`config.mk`:
```
export PLATFORM = sky130hd
export DESIGN_NAME = overlay_fade_mixer
export DESIGN_NICKNAME = d
export VERILOG_FILES = /design/src/rtl/overlay_fade_mixer.sv
export SDC_FILE = /design/constraint.sdc
export NUM_CORES = 1
export LEC_CHECK = 0
export CAP_MARGIN = 15
export CORE_MARGIN = 1
export CORE_UTILIZATION = 38
export CTS_CLUSTER_SIZE = 20
export DETAILED_ROUTE_END_ITERATION = 10
export HOLD_SLACK_MARGIN = 0.12
export PLACE_DENSITY_LB_ADDON = 0.12
export SLEW_MARGIN = 15
export SYNTH_ARGS = -nofsm -noshare
export SYNTH_HDL_FRONTEND = slang
export SYNTH_SLANG_ARGS = --single-unit
```
`constraint.sdc`:
```
create_clock -name clk -period 2.2 [get_ports clk]
set_input_delay 0.44 -clock clk [delete_from_list [all_inputs] [get_ports clk]]
set_output_delay 0.44 -clock clk [all_outputs]
set_load 0.05 [all_outputs]
```
`src/rtl/overlay_fade_mixer.sv`:
```
// rtl/overlay_fade_mixer.sv - frame-timed overlay fade/hold/blink mixer with registered RGB222 and sync outputs
module overlay_fade_mixer #(
    parameter logic [5:0] OVL_COLOR    = 6'b111111,
    parameter int         HIDE_FRAMES  = 60,
    parameter int         FADE_FRAMES  = 8,
    parameter int         HOLD_FRAMES  = 120,
    parameter int         BLINK_FRAMES = 15,
    parameter int         BLINK_COUNT  = 4
) (
    input  logic       clk,
    input  logic       rst,
    input  logic       enable,
    input  logic       hsync_in,
    input  logic       vsync_in,
    input  logic       display_on,
    input  logic       overlay_active,
    input  logic [5:0] bg_rgb,
    output logic       hsync,
    output logic       vsync,
    output logic [5:0] rgb,
    output logic [1:0] level,
    output logic [2:0] phase
);

    localparam logic [2:0] ST_HIDDEN   = 3'd0;
    localparam logic [2:0] ST_FADE_IN  = 3'd1;
    localparam logic [2:0] ST_SHOW     = 3'd2;
    localparam logic [2:0] ST_BLINK    = 3'd3;
    localparam logic [2:0] ST_FADE_OUT = 3'd4;

    // Terminal counts: a phase step happens on the tick where the counter
    // already holds N-1, so each step lasts exactly N ticks.
    localparam logic [7:0] HIDE_LAST  = 8'(HIDE_FRAMES - 1);
    localparam logic [7:0] FADE_LAST  = 8'(FADE_FRAMES - 1);
    localparam logic [7:0] HOLD_LAST  = 8'(HOLD_FRAMES - 1);
    localparam logic [7:0] BLINK_LAST = 8'(BLINK_FRAMES - 1);
    localparam logic [7:0] BLINK_N    = 8'(BLINK_COUNT);

    logic [2:0] state_q, state_d;
    logic [1:0] level_q, level_d;
    logic [7:0] frame_cnt_q, frame_cnt_d;
    logic [7:0] blink_cnt_q, blink_cnt_d;
    logic       blink_vis_q, blink_vis_d;
    logic       vs_hist_q, vs_hist_d;
    logic       hsync_q, hsync_d;
    logic       vsync_q, vsync_d;
    logic [5:0] rgb_q, rgb_d;

    logic       frame_tick;
    logic [7:0] frame_cnt_inc;
    logic [7:0] blink_cnt_inc;

    function automatic logic [1:0] chan_min(input logic [1:0] c, input logic [1:0] l);
        return (c < l) ? c : l;
    endfunction

    function automatic logic [7:0] sat_inc(input logic [7:0] v);
        return (v == 8'hFF) ? 8'hFF : v + 8'd1;
    endfunction

    // Frame tick on the falling edge of vsync_in, seen against last cycle's value.
    always_comb begin
        frame_tick    = vs_hist_q & ~vsync_in;
        frame_cnt_inc = sat_inc(frame_cnt_q);
        blink_cnt_inc = sat_inc(blink_cnt_q);
    end

    // State and animation register bank, plus the 1-clk output pipeline.
    always_ff @(posedge clk or posedge rst) begin
        if (rst) begin
            state_q     <= ST_HIDDEN;
            level_q     <= 2'd0;
            frame_cnt_q <= 8'd0;
            blink_cnt_q <= 8'd0;
            blink_vis_q <= 1'b1;
            vs_hist_q   <= 1'b1;
            hsync_q     <= 1'b1;
            vsync_q     <= 1'b1;
            rgb_q       <= 6'd0;
        end else begin
            state_q     <= state_d;
            level_q     <= level_d;
            frame_cnt_q <= frame_cnt_d;
            blink_cnt_q <= blink_cnt_d;
            blink_vis_q <= blink_vis_d;
            vs_hist_q   <= vs_hist_d;
            hsync_q     <= hsync_d;
            vsync_q     <= vsync_d;
            rgb_q       <= rgb_d;
        end
    end

    // Next-state and counter logic; everything holds except on a frame tick,
    // apart from illegal state codes which recover immediately.
    always_comb begin
        state_d     = state_q;
        level_d     = level_q;
        frame_cnt_d = frame_cnt_q;
        blink_cnt_d = blink_cnt_q;
        blink_vis_d = blink_vis_q;

        if (state_q > ST_FADE_OUT) begin
            state_d     = ST_HIDDEN;
            level_d     = 2'd0;
            frame_cnt_d = 8'd0;
            blink_cnt_d = 8'd0;
            blink_vis_d = 1'b1;
        end else if (frame_tick) begin
            if (!enable) begin
                state_d     = ST_HIDDEN;
                level_d     = 2'd0;
                frame_cnt_d = 8'd0;
                blink_cnt_d = 8'd0;
                blink_vis_d = 1'b1;
            end else begin
                case (state_q)
                    ST_HIDDEN: begin
                        level_d = 2'd0;
                        if (frame_cnt_q == HIDE_LAST) begin
                            state_d     = ST_FADE_IN;
                            frame_cnt_d = 8'd0;
                        end else begin
                            frame_cnt_d = frame_cnt_inc;
                        end
                    end
                    ST_FADE_IN: begin
                        if (frame_cnt_q == FADE_LAST) begin
                            frame_cnt_d = 8'd0;
                            if (level_q >= 2'd2) begin
                                level_d = 2'd3;
                                state_d = ST_SHOW;
                            end else begin
                                level_d = level_q + 2'd1;
                            end
                        end else begin
                            frame_cnt_d = frame_cnt_inc;
                        end
                    end
                    ST_SHOW: begin
                        level_d = 2'd3;
                        if (frame_cnt_q == HOLD_LAST) begin
                            state_d     = ST_BLINK;
                            frame_cnt_d = 8'd0;
                            blink_cnt_d = 8'd0;
                            blink_vis_d = 1'b1;
                        end else begin
                            frame_cnt_d = frame_cnt_inc;
                        end
                    end
                    ST_BLINK: begin
                        level_d = 2'd3;
                        if (frame_cnt_q == BLINK_LAST) begin
                            frame_cnt_d = 8'd0;
                            blink_vis_d = ~blink_vis_q;
                            // A full off/on period completes when turning back on.
                            if (!blink_vis_q) begin
                                if (blink_cnt_inc >= BLINK_N) begin
                                    state_d     = ST_FADE_OUT;
                                    blink_cnt_d = 8'd0;
                                    blink_vis_d = 1'b1;
                                end else begin
                                    blink_cnt_d = blink_cnt_inc;
                                end
                            end
                        end else begin
                            frame_cnt_d = frame_cnt_inc;
                        end
                    end
                    ST_FADE_OUT: begin
                        blink_vis_d = 1'b1;
                        if (frame_cnt_q == FADE_LAST) begin
                            frame_cnt_d = 8'd0;
                            if (level_q <= 2'd1) begin
                                level_d = 2'd0;
                                state_d = ST_HIDDEN;
                            end else begin
                                level_d = level_q - 2'd1;
                            end
                        end else begin
                            frame_cnt_d = frame_cnt_inc;
                        end
                    end
                    default: begin
                        state_d = ST_HIDDEN;
                    end
                endcase
            end
        end
    end

    // Pixel and sync pipeline; uses the level held before any tick this cycle.
    always_comb begin
        vs_hist_d = vsync_in;
        hsync_d   = hsync_in;
        vsync_d   = vsync_in;
        if (!display_on) begin
            rgb_d = 6'd0;
        end else if (overlay_active && (level_q != 2'd0) && blink_vis_q) begin
            rgb_d = {chan_min(OVL_COLOR[5:4], level_q),
                     chan_min(OVL_COLOR[3:2], level_q),
                     chan_min(OVL_COLOR[1:0], level_q)};
        end else begin
            rgb_d = bg_rgb;
        end
    end

    // Output decode: registered values straight to the ports.
    always_comb begin
        phase = state_q;
        level = level_q;
        hsync = hsync_q;
        vsync = vsync_q;
        rgb   = rgb_q;
    end

endmodule

```
==> metrics.md <==
| Metric | Value |
|---|---|
| Status | `complete, no violations` |
| Final setup margin | `0.05124 ns` |
| Row count | `24` |
| Fin area | `2327 um^2` |
| Number of distinct library cells after synthesis | `52` |
| Fmax | `0.4654 GHz` |
| Die Y | `69.65 um` |
| Largest net degree at the start of global routing | `30` |
| Clk root buf | `clkbuf_8` |
| Vias in the first global route | `1578` |
| Num CTS Buffers | `5` |
| Startpoint types | `flop` |
| Reg2reg start | `frame_cnt_q[0]` |
| CP endpoint kind | `output port` |
| Synthesis-stage register bit count | `30` |
| Setup CP Type | `reg2out` |
| # setup viols final | `0` |
| Post-Route WL | `4.435 mm` |
| Area delta synth->final | `33.81%` |
| # DRC | `0` |
| Grt total ovfl | `0` |
| Vias per cell | `5.708` |
| Async SR Flop Fraction | `100.0%` |
| First-pass GRT wire length | `7.479 mm` |
| All-Layer GR Usage | `19.85%` |
| I/O pins | `26` |
| Placed insts | `272` |
| Slew @ Worst Pin | `0.5132 ns` |
| Post-Route Utilization | `53.08%` |
| Clock Tree Buf Depth | `2` |
| Synth warnings | `0` |
| Worst clock skew | `0.005267 ns` |
| Top_reg_cell synth | `dfrtp_1` |
| Most frequent cells in the layout | `24 x clkdlybuf4s50_1, 23 x dfrtp_1, 22 x buf_4` |
| Post-Synthesis Cells | `181` |
| Slew HR | `65.68%` |
| Sequential cell area | `759.5 um^2` |
| Final ANT Viol Nets | `0` |
| Diode count | `0` |
| CTS tree | `yes` |
| Setup_tns | `0 ns` |
| Die Wd | `69.65 um` |
| Die ar. | `4851 um^2` |
| 1st-iter DRT viols | `149` |
| Crit-path max FO | `13` |
| # nets final | `247` |
| Pwr per Cell Area | `1022 nW/um^2` |
| Fraction of layout cells with a size suffix above 1 | `22.27%` |
| DP Area | `2225 um^2` |
| CORE AREA | `4384 um^2` |
| Initial antenna violation count | `0` |
| Netlist Area Pre-Place | `1739 um^2` |
| Gpl congestion | `0.9609` |
| Leakage | `1.024 nW` |
| Worst-path clk slew | `0.06 ns` |
| Number of flops mapped to enable cells by yosys | `0` |
| Post-Syn Area per Cell | `9.609 um^2` |
| Final number of hold-violating endpoints | `0` |
| Most common cell after layout, fill and taps aside | `clkdlybuf4s50_1` |
| Worst-Skew Late Latency | `0.29 ns` |
| Clock sinks | `30` |
| Post-CTS Hold Fix Bufs | `0` |
| Hold crit path type | `reg2reg` |
| Post-layout minimum cycle time | `2.149 ns` |
| Layout filler cell count | `397` |
| Finished Layout Cells | `281` |
| Place WS | `-0.1468 ns` |
| Max Cap Viol | `0` |
| Final period util | `97.67%` |
| First-pass DRT Iterations | `4` |
| Sequential area share after synthesis | `43.38%` |
| Syn Nets | `200` |
| H-tree Lvls | `2` |
| Hold path start | `blink_vis_q` |
| WL per Instance | `15.78 um` |
| Worst Path Arrival | `1.71 ns` |
| Detailed-placement wirelength estimate | `3.329 mm` |
| Fin. max-slew vios | `0` |
| IO buf count | `25` |
| Worst vdd ir | `0.0003439 V` |
| Vias | `1604` |
| Initial Utilization | `39.67%` |
| Crit path launch | `phase[0]` |
| Multi-input gate area | `940.9 um^2` |
| Critical Path RT | `1.76 ns` |
-- critical path, stage by stage (launching register included) --
cell and delay, ns:
dfrtp_2 0.40, buf_4 0.21, clkdlybuf4s50_1 0.82
-- Yosys cell counts, types with 4 or more instances --
library cell	number	area (um^2)
a211oi_1	4	30.03
a21boi_0	7	52.55
a21oi_1	11	55.05
and2_1	8	50.05
buf_2	4	20.02
dfrtp_1	27	675.7
ha_1	6	75.07
inv_1	12	45.04
mux2i_1	4	40.04
nand2_1	16	60.06
nand3_1	4	20.02
nand4_1	6	37.54
nor2_1	10	37.54
nor2b_1	5	31.28
o21ai_0	4	20.02
o22ai_1	4	25.02
-- through the flow --
step	total power, W	hold slack, ns
detailed placement	0.001908	0.4807
global route	0.002505	0.5154
CTS	0.002383	0.4978
finish	0.002377	0.4948
floorplan	0.001489	0.4445
global placement	0.001870	0.4821
-- repair_timing --
item / CTS / global route
endpoints found under the setup margin: 0 / 2
setup buffers: 0 / 1
resized for setup: 0 / 3
-- power breakdown --
part           switching (W)  internal (W)
registers          0.0000915      0.000626
clock network       0.000206      0.000252
logic               0.000692      0.000510
total               0.000989       0.00139
-- worst paths after layout --
kind	depth (start not counted)	slack [ns]	endpoint
setup / recovery	2	0.05	phase[0]
hold / removal	2	0.49	blink_vis_q
setup reg to reg	7	0.12	phase[1]
hold reg to reg	2	0.49	blink_vis_q
max in group asynchronous	3	1.43	blink_vis_q
min in group asynchronous	2	0.53	hsync
-- sequential cells by signal, summed over array words and instances, names as in the netlist --
register	flops
blink_cnt_q	8
frame_cnt_q	8
rgb	6
phase	3
level	2
blink_vis_q	1
hsync	1
vsync	1
-- logic make-up after synthesis --
family	count (synthesis)	synth area share, %
multiplexers	6	3.813
adder cells (fa/ha/maj)	6	4.316
AO/OA/AOI/OAI	47	19.50
buffers and inverters	19	4.388
flip-flops	30	43.38
AND/OR/NAND/NOR	71	23.60
XOR/XNOR	2	1.007
-- routing by layer --
metal	share of wire, %	vias up	global-route usage (%)
met2	48	39	31.07
met4	1.7	0	11.11
met3	3.8	6	3.198
met1	47	802	26.11
met5	0	-	0
li1	-	757	-
-- layout make-up --
cell class | count | area share [%]
multi-input cells | 132 | 40.43
flip-flops and latches | 30 | 32.63
repair buffers | 47 | 18.28
clock inverters | 1 | 0.2151
inverters | 12 | 1.935
well taps | 52 | 2.796
clock buffers | 7 | 3.710
Note: power is estimated with default switching activity, not from simulation.
